[src/rtl/clk_tick_gen_if.sv]
// clk_tick_gen_if: per-channel enable, divisor load and tick/square-wave bus for clk_tick_gen
interface clk_tick_gen_if #(
  parameter int NCH   = 4,
  parameter int DIV_W = 16
);
  logic [NCH-1:0]       en, load, load_ack, tick, sqw;
  logic [NCH*DIV_W-1:0] div;
  modport master (output en, div, load, input load_ack, tick, sqw);
  modport slave (input en, div, load, output load_ack, tick, sqw);
endinterface

[src/rtl/clk_tick_gen.sv]
// clk_tick_gen: multi-channel programmable clock-enable generator; CLKDIV_SYNC_EN adds SYNC_in phase alignment
module clk_tick_gen #(
  parameter int NCH     = 4,
  parameter int DIV_W   = 16,
  parameter int DEF_DIV = 2
) (
  input logic CLK_in,
  input logic RSTn_in,
`ifdef CLKDIV_SYNC_EN
  input logic SYNC_in,
`endif
  clk_tick_gen_if.slave bus
);
  logic sync;
`ifdef CLKDIV_SYNC_EN
  assign sync = SYNC_in;
`else
  assign sync = 1'b0;
`endif
  for (genvar g = 0; g < NCH; g++) begin : g_ch
    logic [DIV_W-1:0] cnt, div_act, div_pend, last;
    logic pend, tick, sqw, ack, en, wrap, apply;
    assign en    = bus.en[g];
    assign last  = (div_act <= DIV_W'(1)) ? '0 : div_act - DIV_W'(1);
    assign wrap  = cnt >= last;
    assign apply = pend & (sync | wrap | ~en);
    // period counter, tick/square outputs and divisor load handshake
    always_ff @(posedge CLK_in or negedge RSTn_in)
      if (!RSTn_in) begin
        cnt      <= '0;
        div_act  <= DIV_W'(DEF_DIV);
        div_pend <= '0;
        pend     <= 1'b0;
        tick     <= 1'b0;
        sqw      <= 1'b0;
        ack      <= 1'b0;
      end else begin
        tick <= ~sync & en & wrap;
        sqw  <= sync ? 1'b0 : sqw ^ (en & wrap);
        cnt  <= (sync | apply | (en & wrap)) ? '0 : cnt + DIV_W'(en);
        ack  <= apply;
        if (apply) div_act <= div_pend;
        if (bus.load[g]) div_pend <= bus.div[g*DIV_W +: DIV_W];
        pend <= bus.load[g] | (pend & ~apply);
      end
    assign bus.tick[g]     = tick;
    assign bus.sqw[g]      = sqw;
    assign bus.load_ack[g] = ack;
  end
endmodule

[src/flat_wrapper.sv]
// flat-port wrapper written by rule: the top's interface ports become plain ports
module clk_tick_gen_flat 
#(
  parameter int NCH     = 4,
  parameter int DIV_W   = 16,
  parameter int DEF_DIV = 2
)
  (CLK_in, RSTn_in, bus_en, bus_div, bus_load, bus_load_ack, bus_tick, bus_sqw);
  clk_tick_gen_if #(.NCH(NCH), .DIV_W(DIV_W)) bus_i ();
  input logic CLK_in;
  input logic RSTn_in;
  input wire logic [$bits(bus_i.en)-1:0] bus_en;
  input wire logic [$bits(bus_i.div)-1:0] bus_div;
  input wire logic [$bits(bus_i.load)-1:0] bus_load;
  output wire logic [$bits(bus_i.load_ack)-1:0] bus_load_ack;
  output wire logic [$bits(bus_i.tick)-1:0] bus_tick;
  output wire logic [$bits(bus_i.sqw)-1:0] bus_sqw;
  assign bus_i.en = bus_en;
  assign bus_i.div = bus_div;
  assign bus_i.load = bus_load;
  assign bus_load_ack = bus_i.load_ack;
  assign bus_tick = bus_i.tick;
  assign bus_sqw = bus_i.sqw;
  clk_tick_gen #(.NCH(NCH), .DIV_W(DIV_W), .DEF_DIV(DEF_DIV)) u_core (.CLK_in(CLK_in), .RSTn_in(RSTn_in), .bus(bus_i));
endmodule
[config.mk]
export PLATFORM = sky130hd
export DESIGN_NAME = clk_tick_gen_flat
export DESIGN_NICKNAME = d
export VERILOG_FILES = /design/src/rtl/clk_tick_gen_if.sv /design/src/rtl/clk_tick_gen.sv /design/src/flat_wrapper.sv
export SDC_FILE = /design/constraint.sdc
export NUM_CORES = 1
export LEC_CHECK = 0
export ABC_AREA = 0
export BUFFER_PORTS_ARGS = -buffer_cell sky130_fd_sc_hd__buf_4
export CAP_MARGIN = 20
export CORE_UTILIZATION = 55
export CTS_CLUSTER_DIAMETER = 60
export CTS_CLUSTER_SIZE = 16
export DETAILED_ROUTE_END_ITERATION = 8
export PLACE_DENSITY = 0.74
export SLEW_MARGIN = 5
export SYNTH_ARGS = -nofsm -noshare
export SYNTH_HDL_FRONTEND = slang
export SYNTH_SLANG_ARGS = --single-unit
[constraint.sdc]
create_clock -name CLK_in -period 4.9 [get_ports CLK_in]
set_input_delay 0.735 -clock CLK_in [delete_from_list [all_inputs] [get_ports CLK_in]]
set_output_delay 0.735 -clock CLK_in [all_outputs]
set_load 0.05 [all_outputs]
==> results of run 1 <==
cell usage after synthesis, types with 2 or more instances:
cell	instances
sky130_fd_sc_hd__buf_4	14
sky130_fd_sc_hd__o22ai_1	4
sky130_fd_sc_hd__xnor2_1	49
sky130_fd_sc_hd__buf_2	2
sky130_fd_sc_hd__a21o_1	2
sky130_fd_sc_hd__and4_1	2
sky130_fd_sc_hd__nand4_1	14
sky130_fd_sc_hd__o21ai_0	14
sky130_fd_sc_hd__inv_1	29
sky130_fd_sc_hd__nand2_1	99
sky130_fd_sc_hd__or4_1	6
sky130_fd_sc_hd__a31oi_1	5
sky130_fd_sc_hd__and3_1	11
sky130_fd_sc_hd__mux2_2	118
sky130_fd_sc_hd__a32oi_1	3
sky130_fd_sc_hd__dfrtp_1	204
sky130_fd_sc_hd__a21oi_1	26
sky130_fd_sc_hd__nor2_1	105
sky130_fd_sc_hd__mux2i_1	3
sky130_fd_sc_hd__nor3_1	41
sky130_fd_sc_hd__nand3b_1	3
sky130_fd_sc_hd__dfstp_2	4
sky130_fd_sc_hd__a21boi_0	2
sky130_fd_sc_hd__mux2_4	7
sky130_fd_sc_hd__xor2_1	53
sky130_fd_sc_hd__nand2b_1	11
sky130_fd_sc_hd__a211oi_1	2
sky130_fd_sc_hd__or3_1	7
sky130_fd_sc_hd__nor3b_1	5
sky130_fd_sc_hd__nor2b_1	10
sky130_fd_sc_hd__and2_1	7
sky130_fd_sc_hd__nor4_1	13
sky130_fd_sc_hd__nand3_1	30
sky130_fd_sc_hd__a31oi_2	3
sky130_fd_sc_hd__ha_1	80
sky130_fd_sc_hd__o41ai_1	2
sky130_fd_sc_hd__or2_2	2
sky130_fd_sc_hd__a2111oi_0	2
sky130_fd_sc_hd__clkbuf_1	17
cells in the final DEF, fill, tap and decap left out, drive strengths merged, types with 4 or more instances in the layout:
cell,count
nand2,99
nand4,15
nand2b,11
inv,31
and2,7
xor2,53
nor3,42
nand3,30
clkinv,5
nor3b,5
and3,11
dfrtp,204
nor2b,10
clkbuf,26
dfstp,4
o21ai,14
nor2,105
or3,8
nor4,13
o22ai,4
xnor2,49
mux2,125
a21oi,26
or4,7
a31oi,8
ha,80
buf,96
where the power goes:
part	internal [W]	leakage [nW]	switching (W)
Combinational	0.000419	2.89	0.000394
Clock	0.000798	0.294	0.000635
Sequential	0.00190	2.58	0.000178
final cells by class:
type	instances	area, µm²	share of cell area, %
tap	265	331.6	2.613
timing repair buffer	97	738.2	5.819
clock buffer	25	508.0	4.004
inverter	29	108.9	0.8580
sequential	208	5210	41.07
multi-input combinational	762	5702	44.94
clock inverter	8	88.84	0.7002
worst paths after layout:
check / start / endpoint / cells after the start
max reg2reg: u_core.g_ch[0].div_act[0] / u_core.g_ch[0].div_act[15] / 14
min reg2reg: u_core.g_ch[0].sqw / u_core.g_ch[0].sqw / 1
min in group CLK_in: u_core.g_ch[0].sqw / u_core.g_ch[0].sqw / 1
max: u_core.g_ch[0].div_act[0] / u_core.g_ch[0].div_act[15] / 14
max in group asynchronous: RSTn_in / u_core.g_ch[3].div_act[1] / 2
min: RSTn_in / u_core.g_ch[0].div_act[14] / 1
cell families (layout without fill, tap and decap cells):
| family | count (synthesis) | in the layout | synth area share (%) |
|---|---|---|---|
| buffers and inverters | 64 | 159 | 2.797 |
| xor gates and xnor gates | 102 | 102 | 7.958 |
| muxes | 128 | 128 | 13.04 |
| and+or+nand+nor | 374 | 374 | 16.03 |
| adders and majority gates | 80 | 80 | 8.917 |
| AOI/OAI and AO/OA | 78 | 78 | 4.849 |
| DFF | 208 | 208 | 46.41 |
sequential cells by signal, summed over array words and instances (netlist names):
signal / flops
u_core.g_ch.cnt: 64
u_core.g_ch.div_pend: 64
u_core.g_ch.tick: 4
u_core.g_ch.ack: 4
u_core.g_ch.pend: 4
u_core.g_ch.sqw: 4
u_core.g_ch.div_act: 64
metrics by stage:
step	hold WS, ps	power (W)	instance area (µm²)	instances	worst slack [ps]
floorplan	439.4	0.002678	11230	1034	866.1
global placement	459.5	0.002896	12080	1360	799.2
detailed placement	465.2	0.002928	12080	1360	708.6
CTS	444.9	0.004386	12680	1393	688.5
global route	461.9	0.004581	12690	1394	360.9
finish	384.1	0.004326	12690	1394	710.4
routing by layer:
metal / GRT usage (%) / share of wire, %
met1: 28.15 / 48
met2: 35.02 / 47
met3: 3.225 / 3.5
met4: 4.986 / 1.7
met5: 0 / 0
==> results.yml, run 1 <==
worst_hold_path:
  min_path_type: "in -> async"
clocking:
  cts.hold.buffers_added: 0
  cts_htree_levels: 1
  post_cts_buffers: 0
  clk_transition_reported_paths_ps: 70
  cts_sinks: 208
  clkLatencyLatePin_ps: 490
  post_cts_resize_count: 0
  clock_path_buffers: 3
  clock_tree_from_tritoncts: "done"
  cts.root.buffer_cell: "sky130_fd_sc_hd__clkbuf_16"
  cts_inserted_buffers: 19
yosys:
  synth_top_area_share_pct: 45.47
  number_of_synthesized_flops_with_an_enable_pin: 0
  netlist.top_cell.by_area: "sky130_fd_sc_hd__dfrtp_1"
  seq_area_frac_synth_pct: 46.41
  syn_avg_cell_area_um2: 10.86
  post_synth_instance_area_um2: 11230
  synth_nets: 1188
  synthesis.instances: 1034
  yosysWarningCount: 0
  synth_top_flop_cell: "sky130_fd_sc_hd__dfrtp_1"
  ys_top_cells_by_area: "sky130_fd_sc_hd__dfrtp_1, sky130_fd_sc_hd__mux2_2, sky130_fd_sc_hd__ha_1"
  yosys_register_bits: 208
  synth_cell_types: 62
  synth-async-reset-ratio_pct: 100.0
setup_path:
  critPathMostFrequentCell: "sky130_fd_sc_hd__ha_1"
  cp_slowest_cell: "sky130_fd_sc_hd__or4b_4"
  critical_path.cell_chain: "inv_1, ha_1, or3b_2, or2_2, nor3b_1, xor2_1, nand2_1, ha_1, nand4_2, nor3_2, or4b_4, a41oi_4, buf_4, mux2_2"
  critPathArrivalTime_ps: 4550
  slowest_stage_delay_on_critical_path_ps: 520
  path_delay_family: "simple AND/OR/NAND/NOR gates"
  reg2reg_setup_slack_ps: 710
  setup.worst_path.class: "reg -> reg"
  critPathMaxFanout: 17
  data_required_time_at_the_worst_endpoint_ps: 5260
  crit_end_element: "flip-flop"
  setup.worst_path.start_class: "flip-flop"
  worstPathBufferInverterCount: 2
place:
  dp_hpwl_um: 15000
  buffer_ports.inserted: 85
  gp_congestion: 0.8494
die:
  row_count: 51
  start_util_pct: 56.93
  die-height_um: 144.9
  floorplan.die.width_um: 144.9
  die_area_um2: 20990
  ios: 86
  design.core.area_um2: 19720
sta:
  timing.fmax_mhz: 238.7
  grt_setup_unrepaired: "no"
  period_share_pct: 85.50
  transition_at_the_pin_with_the_smallest_max_transition_slack_ps: 993.3
  summed_negative_setup_slack_over_all_endpoints_ps: 0
  timing.final.max_slew_violations: 0
  finClkSkew_ps: 9.852
  final_count_of_hold_timing_violations: 0
  timing.final.setup_violations: 0
  slew_headroom_pct: 33.78
  period_minus_slack_ps: 4190
route:
  detail_route.vias_per_cell: 5.400
  detailroute.via_count: 7527
  drc: 0
  drt-pass1-iter-count: 4
  post_drt_wl_per_cell_um: 14.69
  final_routed_wirelength_um: 20480
  detail-route-antenna-nets: 0
  detailed_router_s_first_iteration_violation_count: 291
status:
  run_status: "complete, no violations"
cells_and_area:
  drive_gt1_share_pct: 23.83
  final_util_pct: 64.34
  number_of_diodes_added_for_antenna_fixing: 0
  nNetsFinal: 1271
  fillers: 1545
  flow.area_growth_from_synthesis_pct: 13.02
power:
  vdd_drop_max_mv: 0.3044
  total_leakage_power_nw: 5.757
  power_density_nw_per_um2: 341.0
global_route:
  maximum_number_of_pins_on_one_net_before_global_route_repair: 127
  antenna_found_initial: 0
  grt_overflow_total: 0
  grt_pass1_wl_um: 35030
  grt_usage_pct: 20.79
  via_count_of_the_first_global_routing_pass: 7420
run:
  timing.max_cap.violations: 0
No activity file was read; power rests on OpenSTA's default activity.
==> inputs of run 2 (changes only) <==
--- a/config.mk
+++ b/config.mk
@@ -6,13 +6,14 @@
 export NUM_CORES = 1
 export LEC_CHECK = 0
 export ABC_AREA = 0
-export BUFFER_PORTS_ARGS = -buffer_cell sky130_fd_sc_hd__buf_4
 export CAP_MARGIN = 20
+export CORE_MARGIN = 3
 export CORE_UTILIZATION = 55
 export CTS_CLUSTER_DIAMETER = 60
 export CTS_CLUSTER_SIZE = 16
 export DETAILED_ROUTE_END_ITERATION = 8
-export PLACE_DENSITY = 0.74
+export DONT_BUFFER_PORTS = 1
+export PLACE_DENSITY = 0.7
 export SLEW_MARGIN = 5
 export SYNTH_ARGS = -nofsm -noshare
 export SYNTH_HDL_FRONTEND = slang
==> constraint.sdc (replaced) <==
create_clock -name CLK_in -period 4.9 [get_ports CLK_in]
set_input_delay 0.735 -clock CLK_in [delete_from_list [all_inputs] [get_ports CLK_in]]
set_output_delay 0.735 -clock CLK_in [all_outputs]
set_load 0.1 [all_outputs]
==> run 2 against run 1 <==
The flow now finishes with violations (negative hold slack). Maximum frequency down 0.53%. Final cell count down 6.5%. Non-clock buffer count down 88. First-iteration DRC count up 2.4%. Utilization down 3.5 points. Sequential power up 2%. Hold slack worse by 440 ps.
==> results.yml, run 2 (synthesized netlist as in run 1, its figures left out) <==
status:
  run_status: "finished, violations left"
  violations: "negative hold slack"
sta:
  worst_slack_on_hold_paths_ps: -50.98
  transition_at_the_pin_with_the_smallest_max_transition_slack_ps: 1000
  timing.fmax_mhz: 237.4
  slew_headroom_pct: 33.10
  finClkSkew_ps: 13.26
  summed_negative_setup_slack_over_all_endpoints_ps: 0
  timing.final.max_slew_violations: 0
  timing.final.setup_violations: 0
  period_minus_slack_ps: 4212
  period_share_pct: 85.96
  final_count_of_hold_timing_violations: 156
  grt_setup_unrepaired: "no"
route:
  drt-pass1-iter-count: 5
  drc: 0
  post_drt_wl_per_cell_um: 15.63
  detailroute.via_count: 7132
  detail_route.vias_per_cell: 5.469
  final_routed_wirelength_um: 20380
  detail-route-antenna-nets: 0
  detailed_router_s_first_iteration_violation_count: 298
clocking:
  clk_transition_reported_paths_ps: 70
  clock_path_buffers: 3
  cts_htree_levels: 1
  clock_tree_from_tritoncts: "done"
  cts.root.buffer_cell: "sky130_fd_sc_hd__clkbuf_16"
  cts_inserted_buffers: 18
  cts_sinks: 208
  clkLatencyLatePin_ps: 490
global_route:
  antenna_found_initial: 0
  maximum_number_of_pins_on_one_net_before_global_route_repair: 209
  grt_pass1_wl_um: 35330
  grt_usage_pct: 18.99
  via_count_of_the_first_global_routing_pass: 7176
  grt_overflow_total: 0
cells_and_area:
  drive_gt1_share_pct: 17.23
  post_layout_nonfiller_instances: 1304
  layout_commonest_cell: "sky130_fd_sc_hd__dfrtp_1"
  final_cell_mix: "sky130_fd_sc_hd__dfrtp_1, sky130_fd_sc_hd__mux2_2, sky130_fd_sc_hd__nor2_1"
  multi_input_area_um2: 5702
  ff_latch_area_um2: 5210
  number_of_diodes_added_for_antenna_fixing: 0
  flow.area_growth_from_synthesis_pct: 7.267
  nNetsFinal: 1182
  fillers: 1642
  layout_top_registers: "u_core.g_ch.cnt x64, u_core.g_ch.div_act x64, u_core.g_ch.div_pend x64"
setup_path:
  critPathMaxFanout: 17
  setup.worst_path.class: "reg -> reg"
  reg2reg_depth: 12
  data_required_time_at_the_worst_endpoint_ps: 5260
  critPathArrivalTime_ps: 4570
  setup.worst_path.start_class: "flip-flop"
  crit_end_element: "flip-flop"
die:
  floorplan.die.width_um: 148.9
  design.core.area_um2: 19780
  start_util_pct: 56.75
  die_area_um2: 22160
  ios: 86
  die-height_um: 148.9
  row_count: 51
place:
  numPlacedInstances: 1273
  gp_congestion: 0.8300
  dp_hpwl_um: 14690
  buffer_ports.inserted: 0
power:
  vdd_drop_max_mv: 0.3061
  total_leakage_power_nw: 5.326
  power_w: 0.004330
  power_density_nw_per_um2: 359.6
worst_hold_path:
  min_path_type: "in -> async"
run:
  timing.max_cap.violations: 0
==> run 2: changes by cell type in the layout (fill, tap and decap cells not counted) <==
cell / change
sky130_fd_sc_hd__clkinv_4: -2
sky130_fd_sc_hd__bufinv_16: +2
sky130_fd_sc_hd__clkinvlp_4: +2
sky130_fd_sc_hd__clkbuf_8: -1
sky130_fd_sc_hd__buf_6: -1
sky130_fd_sc_hd__buf_4: -86
sky130_fd_sc_hd__clkinv_2: -2
sky130_fd_sc_hd__inv_8: -2
==> run 2: where the power goes <==
| group | switching [W] | internal (W) | leakage (nW) |
|---|---|---|---|
| Combinational | 0.000317 | 0.000372 | 2.45 |
| Sequential | 0.000234 | 0.00190 | 2.58 |
| Clock | 0.000619 | 0.000887 | 0.294 |
==> run 2: final cells by class <==
cell class              count  share of cell area, %
repair buffers              9                 0.5611
multi-input cells         762                  47.35
clock inverters             6                 0.9456
clock buffers              25                  4.219
inverters                  29                 0.9040
flip-flops and latches    208                  43.27
well taps                 265                  2.754
==> run 2: metrics by stage <==
stage	hold slack, ps	util, %	area (µm²)	worst slack [ps]
2_1_floorplan	439.4	-	11230	866.1
3_3_place_gp	449.9	57.73	11420	774.9
3_5_place_dp	449.6	57.73	11420	708.8
4_1_cts	-78.86	60.87	12040	689.1
5_1_grt	-77.17	60.87	12040	387.4
6_report	-50.98	60.87	12040	688.1
==> run 2: what timing repair did <==
action	CTS	global route
gates resized for setup	0	0
endpoints found under the setup margin	0	0
buffers inserted	0	0
hold endpoints to repair	204	204
==> run 2: worst paths after layout <==
check                                                   to                        start  slack, ps
worst min-delay path                   u_core.g_ch[0].pend                      RSTn_in        -50
worst max register to register   u_core.g_ch[0].div_act[5]    u_core.g_ch[0].div_act[5]        690
worst max-delay path             u_core.g_ch[0].div_act[5]    u_core.g_ch[0].div_act[5]        690
max in group asynchronous        u_core.g_ch[2].div_act[1]                      RSTn_in       4610
worst min register to register  u_core.g_ch[3].div_act[11]  u_core.g_ch[3].div_pend[11]        490
min in group CLK_in                    u_core.g_ch[3].pend                  bus_load[3]        340
==> run 2: critical path: stages, from the launching register on <==
cell and delay (ps):
sky130_fd_sc_hd__dfrtp_1 440, sky130_fd_sc_hd__or4_4 590, sky130_fd_sc_hd__nor4b_1 340, sky130_fd_sc_hd__nand2b_1 150, sky130_fd_sc_hd__or3_4 420, sky130_fd_sc_hd__and2_1 190, sky130_fd_sc_hd__ha_1 260, sky130_fd_sc_hd__nand2b_1 90
sky130_fd_sc_hd__a2111oi_0 110, sky130_fd_sc_hd__or4b_4 590, sky130_fd_sc_hd__a41oi_4 220, sky130_fd_sc_hd__buf_4 300, sky130_fd_sc_hd__mux2_2 380
==> run 2: layer usage <==
layer / global-route usage (%) / wire (µm) / up-vias
li1: - / - / 3595
met3: 3.798 / 814 / 34
met2: 30.71 / 9310 / 93
met5: 0 / 0 / -
met1: 26.85 / 9832 / 3410
met4: 4.119 / 426 / 0
==> inputs of run 3 (changes only) <==
--- a/config.mk
+++ b/config.mk
@@ -7,12 +7,14 @@
 export LEC_CHECK = 0
 export ABC_AREA = 0
 export CAP_MARGIN = 20
-export CORE_MARGIN = 3
+export CORE_MARGIN = 2
 export CORE_UTILIZATION = 55
+export CTS_BUF_LIST = sky130_fd_sc_hd__clkbuf_8
 export CTS_CLUSTER_DIAMETER = 60
 export CTS_CLUSTER_SIZE = 16
 export DETAILED_ROUTE_END_ITERATION = 8
 export DONT_BUFFER_PORTS = 1
+export GPL_TIMING_DRIVEN = 0
 export PLACE_DENSITY = 0.7
 export SLEW_MARGIN = 5
 export SYNTH_ARGS = -nofsm -noshare
==> run 3 against run 2 <==
The run still ends with negative hold slack left. Die area decreased by 2.7%. Count of clock-buffer cells in the layout decreased by 1. Utilization decreased by 1.1 points. Combinational power increased by 9.3%. Largest power group unchanged. Critical path type unchanged. Register-to-register slack got worse by 250 ps. Via count increased by 1.8%. Clock power decreased by 24%. Non-clock buffer count increased by 26. Maximum frequency decreased by 5.5%. Critical endpoint is now u_core.g_ch[0].div_act[9].
==> results.yml, run 3 (synthesized netlist as in run 1, its figures left out) <==
setup_path:
  critPathMaxFanout: 10
  setup.worst_path.start_class: "flip-flop"
  critPathArrivalTime_ps: 4880
  critical_path.reg2reg.startpoint: "u_core.g_ch[0].div_act[0]"
  data_required_time_at_the_worst_endpoint_ps: 5330
  setup.worst_path.class: "reg -> reg"
  reg2reg_setup_slack_ps: 440
  critical_r2r_capture: "u_core.g_ch[0].div_act[9]"
  crit_end_element: "flip-flop"
  reg2reg_depth: 15
place:
  dp_hpwl_um: 14700
  buffer_ports.inserted: 0
  gp_congestion: 0.8046
cells_and_area:
  flow.area_growth_from_synthesis_pct: 7.088
  layout_commonest_cell: "sky130_fd_sc_hd__dfrtp_1"
  nNetsFinal: 1210
  number_of_diodes_added_for_antenna_fixing: 0
  fillers: 1698
  drive_gt1_share_pct: 18.33
  layout_top_registers: "u_core.g_ch.cnt x64, u_core.g_ch.div_act x64, u_core.g_ch.div_pend x64"
  final_cell_mix: "sky130_fd_sc_hd__dfrtp_1, sky130_fd_sc_hd__mux2_2, sky130_fd_sc_hd__nor2_1"
status:
  run_status: "finished, violations left"
  violations: "negative hold slack"
sta:
  timing.final.setup_violations: 0
  period_share_pct: 90.98
  timing.fmax_mhz: 224.3
  worst_slack_on_hold_paths_ps: -113.2
  final_count_of_hold_timing_violations: 204
  finClkSkew_ps: 18.46
  summed_negative_setup_slack_over_all_endpoints_ps: 0
  timing.final.max_slew_violations: 0
  grt_setup_unrepaired: "no"
  slew_headroom_pct: 52.12
  transition_at_the_pin_with_the_smallest_max_transition_slack_ps: 711.6
  period_minus_slack_ps: 4458
route:
  detailed_router_s_first_iteration_violation_count: 322
  detailroute.via_count: 7259
  drc: 0
  final_routed_wirelength_um: 19980
  post_drt_wl_per_cell_um: 14.92
  drt-pass1-iter-count: 4
  detail_route.vias_per_cell: 5.421
  detail-route-antenna-nets: 0
clocking:
  cts_sinks: 208
  clock_tree_from_tritoncts: "done"
  clkLatencyLatePin_ps: 540
  cts.root.buffer_cell: "sky130_fd_sc_hd__clkbuf_8"
  cts_htree_levels: 1
  cts_inserted_buffers: 20
  clock_path_buffers: 3
  clk_transition_reported_paths_ps: 90
power:
  total_leakage_power_nw: 5.336
  vdd_drop_max_mv: 0.3319
  power_density_nw_per_um2: 331.0
  power_w: 0.003979
global_route:
  maximum_number_of_pins_on_one_net_before_global_route_repair: 209
  grt_overflow_total: 0
  grt_pass1_wl_um: 34490
  antenna_found_initial: 1
  grt_usage_pct: 19.05
  via_count_of_the_first_global_routing_pass: 7160
die:
  design.core.area_um2: 20100
  floorplan.die.width_um: 146.9
  row_count: 52
  start_util_pct: 55.84
  ios: 86
  die-height_um: 146.9
  die_area_um2: 21570
worst_hold_path:
  min_path_type: "in -> async"
run:
  timing.max_cap.violations: 0
==> run 3: cell types whose count changed in the layout (fill, tap and decap cells not counted), sizes merged <==
cell / delta
clkbuf: +16
clkinv: +2
bufinv: -2
inv: +5
buf: +9
==> run 3: worst max-delay path by stage <==
stage	startpoint	to	slack (ps)	cells past startpoint
floorplan	u_core.g_ch[0].div_act[0]	u_core.g_ch[0].div_act[10]	870	15
global placement	u_core.g_ch[0].div_act[0]	u_core.g_ch[0].cnt[11]	440	15
detailed placement	u_core.g_ch[0].div_act[0]	u_core.g_ch[0].cnt[13]	390	15
CTS	u_core.g_ch[0].div_act[0]	u_core.g_ch[0].cnt[13]	360	15
global route	u_core.g_ch[0].div_act[0]	u_core.g_ch[0].div_act[10]	80	15
finish	u_core.g_ch[0].div_act[0]	u_core.g_ch[0].div_act[9]	440	15
==> run 3: area by class of cell <==
class	count	area, µm²	area share [%]
inverters	29	108.9	0.9055
multi-input cells	762	5715	47.54
flip-flops and latches	208	5210	43.34
clock inverters	11	113.9	0.9471
well taps	270	337.8	2.810
plain buffers	35	205.2	1.707
clock buffers	24	330.3	2.748
==> run 3: timing repair <==
item / in CTS / in global routing
endpoints found under the hold margin: 204 / 204
buffers inserted: 0 / 0
gates resized for setup: 0 / 2
setup endpoints to repair: 0 / 10
==> run 3: per-layer routing <==
layer  GRT usage (%)  up-vias  wire, µm
met5               0        -        13
met4           4.369        2       445
met3           3.882       25       895
met2           30.99      103      9146
met1           26.58     3482      9476
li1                -     3647         -
==> run 3: per-stage QoR <==
step           hold slack, ps  cells  utilization, %  setup WS, ps  cell area, µm²
2_1_floorplan           439.4   1034               -         866.1           11230
3_3_place_gp            449.6   1304           57.52         435.9           11560
3_5_place_dp            448.1   1304           57.52         387.6           11560
4_1_cts                -155.3   1339           59.73         360.7           12010
5_1_grt                -159.9   1339           59.80         77.16           12020
6_report               -113.2   1339           59.80         441.8           12020
==> run 3: power by group <==
group          switching (W)  internal, W  leakage, nW
clock network       0.000628     0.000521        0.231
registers           0.000178      0.00190         2.58
logic               0.000372     0.000380         2.53
total                0.00118      0.00280         5.34
==> run 3: worst max-delay path, cell delays in order (launching register included) <==
cell and delay, ps:
sky130_fd_sc_hd__dfrtp_1 420, sky130_fd_sc_hd__inv_1 110, sky130_fd_sc_hd__ha_1 210, sky130_fd_sc_hd__or3b_2 470, sky130_fd_sc_hd__or2_2 280, sky130_fd_sc_hd__clkbuf_1 190
sky130_fd_sc_hd__nor3b_1 270, sky130_fd_sc_hd__xor2_1 170, sky130_fd_sc_hd__nand2_1 70, sky130_fd_sc_hd__ha_1 280, sky130_fd_sc_hd__nand4_2 150, sky130_fd_sc_hd__nor3_2 250
sky130_fd_sc_hd__or4b_4 530, sky130_fd_sc_hd__a41oi_4 420, sky130_fd_sc_hd__buf_8 220, sky130_fd_sc_hd__mux2_4 310
